### src/rtl/ahb_flash_arbiter.sv
// ahb_flash_arbiter: two-master AHB-lite arbiter in front of the flash writer.
// Define ARB_LOCK_EN to add M0_HLOCK/M1_HLOCK bus locking.
module ahb_flash_arbiter #(
  parameter int HOLD_MAX = 16
) (
  input  logic        HCLK,
  input  logic        RST,
  input  logic [31:0] M0_HADDR,
  input  logic [1:0]  M0_HTRANS,
  input  logic        M0_HWRITE,
  input  logic [2:0]  M0_HSIZE,
  input  logic [31:0] M0_HWDATA,
  output logic        M0_HREADY,
  output logic [31:0] M0_HRDATA,
  input  logic [31:0] M1_HADDR,
  input  logic [1:0]  M1_HTRANS,
  input  logic        M1_HWRITE,
  input  logic [2:0]  M1_HSIZE,
  input  logic [31:0] M1_HWDATA,
  output logic        M1_HREADY,
  output logic [31:0] M1_HRDATA,
`ifdef ARB_LOCK_EN
  input  logic        M0_HLOCK,
  input  logic        M1_HLOCK,
`endif
  output logic [31:0] S_HADDR,
  output logic [1:0]  S_HTRANS,
  output logic        S_HWRITE,
  output logic [2:0]  S_HSIZE,
  output logic [31:0] S_HWDATA,
  input  logic        S_HREADYOUT,
  input  logic [31:0] S_HRDATA
);

  localparam int CW = $clog2(HOLD_MAX + 1);

  typedef enum logic [1:0] {IDLE, OWN0, OWN1} state_t;

  state_t        state_q, state_d, oth_state;
  logic          rr_q, rr_d;
  logic [CW-1:0] cnt_q, cnt_d;
  logic [CW:0]   cnt_sum;
  logic          dp_valid_q, dp_owner_q;
  logic          req0, req1, own_sel, own_req, oth_req;
  logic          acc, at_lim, lock, grant0, grant1;

  assign req0      = M0_HTRANS[1];
  assign req1      = M1_HTRANS[1];
  assign own_sel   = (state_q == OWN1);
  assign own_req   = own_sel ? req1 : req0;
  assign oth_req   = own_sel ? req0 : req1;
  assign oth_state = own_sel ? OWN0 : OWN1;
  assign grant0    = req0 && (!req1 || !rr_q);
  assign grant1    = req1 && (!req0 || rr_q);

  // The limit counts the phase being accepted on this edge, so the
  // owner gets exactly HOLD_MAX address phases before a forced handover.
  assign acc     = S_HREADYOUT && (state_q != IDLE) && own_req;
  assign cnt_sum = {1'b0, cnt_q} + (CW+1)'(acc);
  assign at_lim  = cnt_sum >= (CW+1)'(HOLD_MAX);

`ifdef ARB_LOCK_EN
  assign lock = (state_q == OWN0 && M0_HLOCK) ||
                (state_q == OWN1 && M1_HLOCK);
`else
  assign lock = 1'b0;
`endif

  always_comb begin
    state_d = state_q;
    rr_d    = rr_q;
    cnt_d   = cnt_q;
    if (S_HREADYOUT) begin
      unique case (state_q)
        IDLE: begin
          unique case (1'b1)
            grant0:  state_d = OWN0;
            grant1:  state_d = OWN1;
            default: state_d = IDLE;
          endcase
        end
        OWN0, OWN1: begin
          if (!lock) begin
            if (!own_req)
              state_d = oth_req ? oth_state : IDLE;
            else if (at_lim && oth_req)
              state_d = oth_state;
          end
        end
        default: state_d = IDLE;
      endcase
      if (state_d != state_q) begin
        cnt_d = '0;
        rr_d  = (state_d == OWN0) ||
                (state_d == IDLE && state_q == OWN0);
      end else if (acc) begin
        cnt_d = at_lim ? CW'(HOLD_MAX) : cnt_sum[CW-1:0];
      end
    end
  end

  always_ff @(posedge HCLK) begin
    if (RST) begin
      state_q    <= IDLE;
      rr_q       <= 1'b0;
      cnt_q      <= '0;
      dp_valid_q <= 1'b0;
      dp_owner_q <= 1'b0;
    end else begin
      state_q <= state_d;
      rr_q    <= rr_d;
      cnt_q   <= cnt_d;
      if (S_HREADYOUT) begin
        dp_valid_q <= S_HTRANS[1];
        dp_owner_q <= own_sel;
      end
    end
  end

  always_comb begin
    S_HADDR  = M0_HADDR;
    S_HWRITE = M0_HWRITE;
    S_HSIZE  = M0_HSIZE;
    S_HTRANS = 2'b00;
    if (!RST) begin
      unique case (state_q)
        OWN0: S_HTRANS = M0_HTRANS;
        OWN1: begin
          S_HADDR  = M1_HADDR;
          S_HWRITE = M1_HWRITE;
          S_HSIZE  = M1_HSIZE;
          S_HTRANS = M1_HTRANS;
        end
        default: S_HTRANS = 2'b00;
      endcase
    end
  end

  assign S_HWDATA = (!RST && dp_valid_q && dp_owner_q) ? M1_HWDATA
                                                      : M0_HWDATA;
  assign M0_HRDATA = S_HRDATA;
  assign M1_HRDATA = S_HRDATA;

  always_comb begin
    M0_HREADY = 1'b1;
    M1_HREADY = 1'b1;
    if (!RST) begin
      if (state_q == OWN0 || (dp_valid_q && !dp_owner_q))
        M0_HREADY = S_HREADYOUT;
      else if (req0)
        M0_HREADY = 1'b0;
      if (state_q == OWN1 || (dp_valid_q && dp_owner_q))
        M1_HREADY = S_HREADYOUT;
      else if (req1)
        M1_HREADY = 1'b0;
    end
  end

endmodule

### config.mk
export PLATFORM = sky130hd
export DESIGN_NAME = ahb_flash_arbiter
export DESIGN_NICKNAME = d
export VERILOG_FILES = /design/src/rtl/ahb_flash_arbiter.sv
export SDC_FILE = /design/constraint.sdc
export NUM_CORES = 1
export LEC_CHECK = 0
export CORE_AREA = 2 2 121 123
export DETAILED_ROUTE_END_ITERATION = 8
export DIE_AREA = 0 0 123 125
export GPL_TIMING_DRIVEN = 0
export SETUP_SLACK_MARGIN = 0.4
export SLEW_MARGIN = 20
export SYNTH_ARGS = -nofsm -noshare
export SYNTH_HDL_FRONTEND = slang
export SYNTH_SLANG_ARGS = --single-unit
### constraint.sdc
create_clock -name HCLK -period 3.29 [get_ports HCLK]
set_input_delay 0.987 -clock HCLK [delete_from_list [all_inputs] [get_ports HCLK]]
set_output_delay 0.987 -clock HCLK [all_outputs]
set_load 0.01 [all_outputs]
# [Word level (Yosys, flattened, before mapping)]
# Index checks and enable logic that the tools add are counted.
[totals] word_cells=65 regBits=10 input_bits=175 output_inout_bits=136
[classes] n_reduce_logical=27 n_addsub=1 muxes=27 n_lt_le_gt_ge=1 eq_ne=4
[ops] cell="32-bit two-way mux" count=3
[ops] cell="5-bit two-way mux" count=3
[ops] cell="2-bit two-way mux" count=6
[ops] cell="2-bit one-hot mux with 2 select lines" count=3
[ops] cell="1-bit logical AND" count=10
[ops] cell="1-bit two-way mux" count=10
[ops] cell="5-bit by 1-bit adder with 6-bit output" count=1
[ops] cell="6-bit by 5-bit greater-or-equal comparator with 1-bit output, second input constant" count=1
[ops] cell="3-bit two-way mux" count=2
[ops] cell="1-bit logical NOT" count=5
[ops] cell="1-bit logical OR" count=5
[ops] cell="2-bit by 1-bit equality test with 1-bit output, second input constant" count=2
[ops] cell="2-bit logical NOT" count=2
[ops] cell="2-bit AND reduction" count=2
[ops] cell="2-bit nonzero test" count=2
[ops] cell="2-bit equality test, second input constant" count=1
[ops] cell="2-bit != test" count=1
[ops] cell="2-bit OR reduction" count=1

# [Longest topological paths before layout]
[logic_depth] word_depth=13 depth_mapped=14 depth_no_buf=13

# [Least setup slack after synthesis]
# No wires, ideal clock.
[synth_path] path_type="input -> register" startpoint="in M1_HTRANS[1]" endpoint="reg rr_q" path_buffers=1 slack_ns=-0.063 required_time_ns=3.198 t_arrival_ns=3.260 setup_time_ns=0.092 cell_stages=12 cell_sequence="buf_2 -> nand2_1 -> a21oi_1 -> and2_1 -> ha_1 -> ha_1 -> nand3_2 -> mux2i_4 -> or3_1 -> a31oi_2 -> o2111ai_1 -> o32ai_1"
[synth_between] elab_chain_len=12 elab_cells_between_ends=22 cone_classes="add/sub: 1; order compare: 1; eq/ne: 2; mux: 8; reduce/logical: 10"
[synth_rtl] element="start, declared" line_no="16" text="input logic [1:0] M1_HTRANS,"
[synth_rtl] element="1-bit two-way mux" line_no="50" text="assign own_req = own_sel ? req1 : req0;"
[synth_rtl] element="1-bit logical AND" line_no="58" text="assign acc = S_HREADYOUT && (state_q != IDLE) && own_req;"
[synth_rtl] element="5-bit by 1-bit adder with 6-bit output" line_no="59" text="assign cnt_sum = {1'b0, cnt_q} + (CW+1)'(acc);"
[synth_rtl] element="6-bit by 5-bit greater-or-equal comparator with 1-bit output" line_no="60" text="assign at_lim = cnt_sum >= (CW+1)'(HOLD_MAX);"
[synth_rtl] element="1-bit logical AND" line_no="86" text="else if (at_lim && oth_req)"
[synth_rtl] element="2-bit two-way mux" line_no="86"
[synth_rtl] element="2-bit two-way mux" line_no="84" text="if (!own_req)"
[synth_rtl] element="2-bit one-hot mux with 2 select lines (*)" line_no="74" text="unique case (state_q)"
[synth_rtl] element="2-bit two-way mux (*)" line_no="73" text="if (S_HREADYOUT) begin"
[synth_rtl] element="2-bit logical NOT" line_no="95" text="(state_d == IDLE && state_q == OWN0);"
[synth_rtl] element="1-bit logical AND" line_no="95"
[synth_rtl] element="1-bit logical OR" line_no="94" text="rr_d = (state_d == OWN0) ||"
[synth_rtl] element="end signal, assigned" line_no="111" text="rr_q <= rr_d;"
[synth_rtl] element="end, declared" line_no="40" text="logic rr_q, rr_d;"
# Every way passes the cells marked *; elsewhere a longest branch is shown, timed or not. The select of a mux whose other input is x is not followed.
# A chain may end at the register's enable or synchronous reset.

# [Final worst setup path]
[layout_path] startpoint="in RST" endpoint="out S_HWDATA[2]"
[layout_between] elab_chain_len=4
[layout_rtl] element="start, declared" line_no="7" text="input logic RST,"
[layout_rtl] element="1-bit logical NOT"
[layout_rtl] element="1-bit logical AND (2 in a row)" line_no="139" text="assign S_HWDATA = (!RST && dp_valid_q && dp_owner_q) ? M1_HWDATA"
[layout_rtl] element="32-bit two-way mux" line_no="139"
[layout_rtl] element="end, declared" line_no="30" text="output logic [31:0] S_HWDATA,"
# No other way between the ends.

==> impl_table.tex <==
\begin{tabular}{lr}
\hline
Metric & Value \\
\hline
\multicolumn{2}{l}{\textbf{Worst setup path}} \\
Sequence of cells on the critical path & buf\_12 > clkinv\_8 > nand3\_4 > buf\_12 > buf\_16 > buf\_6 > mux2\_4 > buf\_6 \\
Logic depth of the worst register-to-register path & 15 \\
Data required time of the critical path & $\sim$2.3 ns \\
Crit path max-delay family & buffers and inverters \\
Sort of element at the end of the critical path & output pin \\
Data arrival at the endpoint of the critical path & roughly 2.1 ns \\
Worst Path Class, Setup & in -> out \\
Bufs and invs on worst path & 6 \\
Cell with the biggest individual delay on the critical path & mux2\_4 \\
Critical Path Max Stage Delay & $\sim$0.30 ns \\
Stages on the worst setup path & 8 \\
Kind of launch point of the worst setup path & input pin \\
Critical path fanouts, max & 5 \\
\multicolumn{2}{l}{\textbf{Synth}} \\
Dominant register cell in the synthesized netlist & dfxtp\_1 \\
Instance count of the mapped netlist & about 260 \\
Number of distinct standard cells referenced by the synthesized netlist & 50 \\
Share of flip-flops with an asynchronous set or reset after synthesis & 0\% \\
Synth Cell Area & roughly 0.0022 mm2 \\
Total number of yosys warnings & 0 \\
Share of the synthesized area in the top cell type & between 20\% and 30\% \\
Most repeated cell in the gate-level netlist after synthesis & buf\_4 \\
Commonest cells in the synthesized netlist & buf\_4, mux2\_2, mux2\_1, dfxtp\_1, nand2\_1 \\
Total nets after synthesis & 442 \\
Post-synthesis cell type with the largest combined area & mux2\_2 \\
Sequential-to-total area share from yosys stat & about 8.9\% \\
Largest cells by area after synthesis & mux2\_2, buf\_4, mux2\_1 \\
Syn Area/Cell & approximately 8.6 um2 \\
Post-synthesis register bit count & 10 \\
Number of flops mapped to enable cells by yosys & 0 \\
\multicolumn{2}{l}{\textbf{Clock tree}} \\
Clk sink count & 10 \\
CTS tree & done \\
Largest buffer count on any clock path & 2 \\
Clock Latency Late Sink & about 0.23 ns \\
TritonCTS Buffers & 3 \\
Post-CTS Hold Buffers & 0 \\
\# H-tree levels & 1 \\
Buffer type at the clock tree root & clkbuf\_16 \\
Clock transition at the register clock pins on the worst setup and hold paths after CTS & $\sim$0.040 ns \\
\multicolumn{2}{l}{\textbf{Global routing}} \\
Overall track demand over capacity in global routing & between 10\% and 20\% \\
Total grt overflow & 0 \\
First-pass GRT wire length & approximately 18 mm \\
Pin count of the biggest net entering global routing & 11 \\
Antenna violations before repair & 0 \\
Vias in the first global route & between 3000 and 4000 \\
\multicolumn{2}{l}{\textbf{Drt}} \\
Post-detailed-route via-to-cell ratio & 4.21 \\
Violation count after the first detailed-route iteration & between 60 and 70 \\
WL/cell & 17.8 um \\
Remaining design rule violation count & 0 \\
Via Count & about 3200 \\
Routed wire length & $\sim$14 mm \\
Number of search-and-repair iterations in the first detailed-routing pass & 4 \\
Post-route ant nets & 0 \\
\multicolumn{2}{l}{\textbf{Finish}} \\
Number of antenna diodes & 0 \\
Synthesis-to-finish area growth & 182\% \\
Fraction of final layout cells sized beyond drive strength 1 & about half \\
Final standard cell count with taps included and fillers excluded & 770 \\
Final layout net count & just under 800 \\
Final standard cell utilization of the core & between 40 and 50\% \\
\multicolumn{2}{l}{\textbf{Floorplan}} \\
Top-level I/O count & between 300 and 400 \\
Starting density of the core & between 15 and 20\% \\
Die area & approximately 0.015 mm2 \\
Placeable core region & between 0.01 and 0.015 mm2 \\
Chip Height & approximately 130 um \\
Rows & 44 \\
Overall die width & around 120 um \\
\multicolumn{2}{l}{\textbf{STA}} \\
Post-route clock period utilization & a little over nine tenths \\
Setup clock skew after layout & about 0.0015 ns \\
Slew @ Worst Pin & 0.547 ns \\
Tightest slew margin relative to the limit & between 60 and 70\% \\
Time the worst path needs with I/O delays and setup & between 3 and 4 ns \\
Post-Route Hold Slack & between 0.5 and 0.6 ns \\
Final slew viol count & 0 \\
Setup-violating endpoint count in the final report & 0 \\
Final count of hold timing violations & 0 \\
Unrepaired setup endpoints after global routing & yes \\
Achievable Freq & $\sim$0.32 GHz \\
\multicolumn{2}{l}{\textbf{Hold path}} \\
Hold path cells & 2 \\
Worst min-delay path category & reg -> reg \\
\multicolumn{2}{l}{\textbf{Power}} \\
Leakage Power & between 2 and 3 nW \\
Overall power of the completed layout & approximately 1.0 mW \\
Max rail drop VDD & around 0.00013 V \\
Power density cells & $\sim$160 mW/mm2 \\
\multicolumn{2}{l}{\textbf{Place}} \\
Placed insts & 722 \\
Final GP Congestion & 0.835 \\
Half-perimeter wire length after detailed placement & 10.7 mm \\
Count of port buffers added during placement & approximately 280 \\
\multicolumn{2}{l}{\textbf{Flow run}} \\
Max-cap violations & 0 \\
\multicolumn{2}{l}{\textbf{Status}} \\
Run status & completed \\
\hline
\end{tabular}
[final cells by class]
type | instances | area [um2]
inverters | 7 | 38.8
clock buffers | 3 | 75.1
multi-input cells | 168 | 1790
flip-flops and latches | 10 | 205
plain buffers | 76 | 651
fillers | 1345 | 7890
well taps | 184 | 230
repair buffers | 322 | 3330
[final timing paths]
check	endpoint	start	slack [ns]
max	S_HWDATA[2]	RST	0.20
min	rr_q	rr_q	0.55
max reg2reg	rr_q	state_q[0]	0.38
min reg2reg	rr_q	rr_q	0.55
[timing repair]
action | CTS | global route
resized for setup | 281 | 175
setup buffers | 26 | 14
cloned | 4 | 1
setup endpoints to repair | 80 | 80
pin swaps | 6 | 11
[layer usage]
| metal | vias to the layer above | wire length [um] | global-route usage [%] |
|---|---|---|---|
| met4 | 0 | 65 | 1.27 |
| met5 | - | 0 | 0 |
| met1 | 1491 | 5100 | 19.0 |
| met3 | 6 | 1990 | 6.20 |
| met2 | 213 | 6560 | 26.7 |
| li1 | 1532 | - | - |
[flip-flops by register name (all words and copies together), names as in the netlist]
signal,count
state_q,2
dp_valid_q,1
rr_q,1
cnt_q,5
dp_owner_q,1
[where the power goes]
| part | internal (mW) | switching (mW) | total, mW |
|---|---|---|---|
| sequential | 0.124 | 0.00340 | 0.128 |
| clock | 0.157 | 0.0503 | 0.207 |
| combinational | 0.454 | 0.230 | 0.685 |
[layout by cell type, fill, tap and decap left out, types with 3 or more instances in the layout]
cell,count
clkdlybuf4s50_1,202
dlygate4sd2_1,10
buf_6,64
nor2b_1,6
nand2_1,9
ha_1,3
mux2_4,39
buf_4,90
nand2b_1,3
buf_8,10
mux2i_1,3
buf_16,3
buf_2,3
mux2_1,3
clkbuf_2,5
mux2_2,27
nor2_1,8
inv_1,3
buf_12,8
nand3_1,3
clkbuf_16,4
o21ai_0,7
a21oi_1,5
dfxtp_1,8
a22o_1,5
[worst reg2reg max path, stage by stage (launching register included)]
cell	delay, ns
dfxtp_4	0.34
inv_2	0.10
ha_2	0.20
buf_6	0.15
buf_12	0.11
nand2_8	0.05
a21oi_4	0.14
and2_4	0.18
ha_4	0.14
ha_4	0.14
nand3_4	0.08
mux2i_4	0.25
or3_4	0.40
a31oi_4	0.22
o2111ai_2	0.13
o32ai_2	0.20
[through the flow]
stage          setup TNS, ns  instance area (um2)  setup slack [ns]
6_report                   0                 6320             0.196
5_1_grt                    0                 6320             0.163
4_1_cts                    0                 5800             0.113
3_5_place_dp          -57.92                 5320            -0.931
3_3_place_gp          -56.46                 5320            -0.908
2_1_floorplan              0                 2320             0.241
[cell families after synthesis]
logic type	Yosys count	share of synthesized area [%]
AO/OA/AOI/OAI	44	14.3
adder cells (fa/ha/maj)	6	3.35
buffers and inverters	83	25.3
flip-flops	10	8.94
multiplexers	73	37.0
AND/OR/NAND/NOR	45	11.1
No activity file was read; power rests on OpenSTA's default activity.
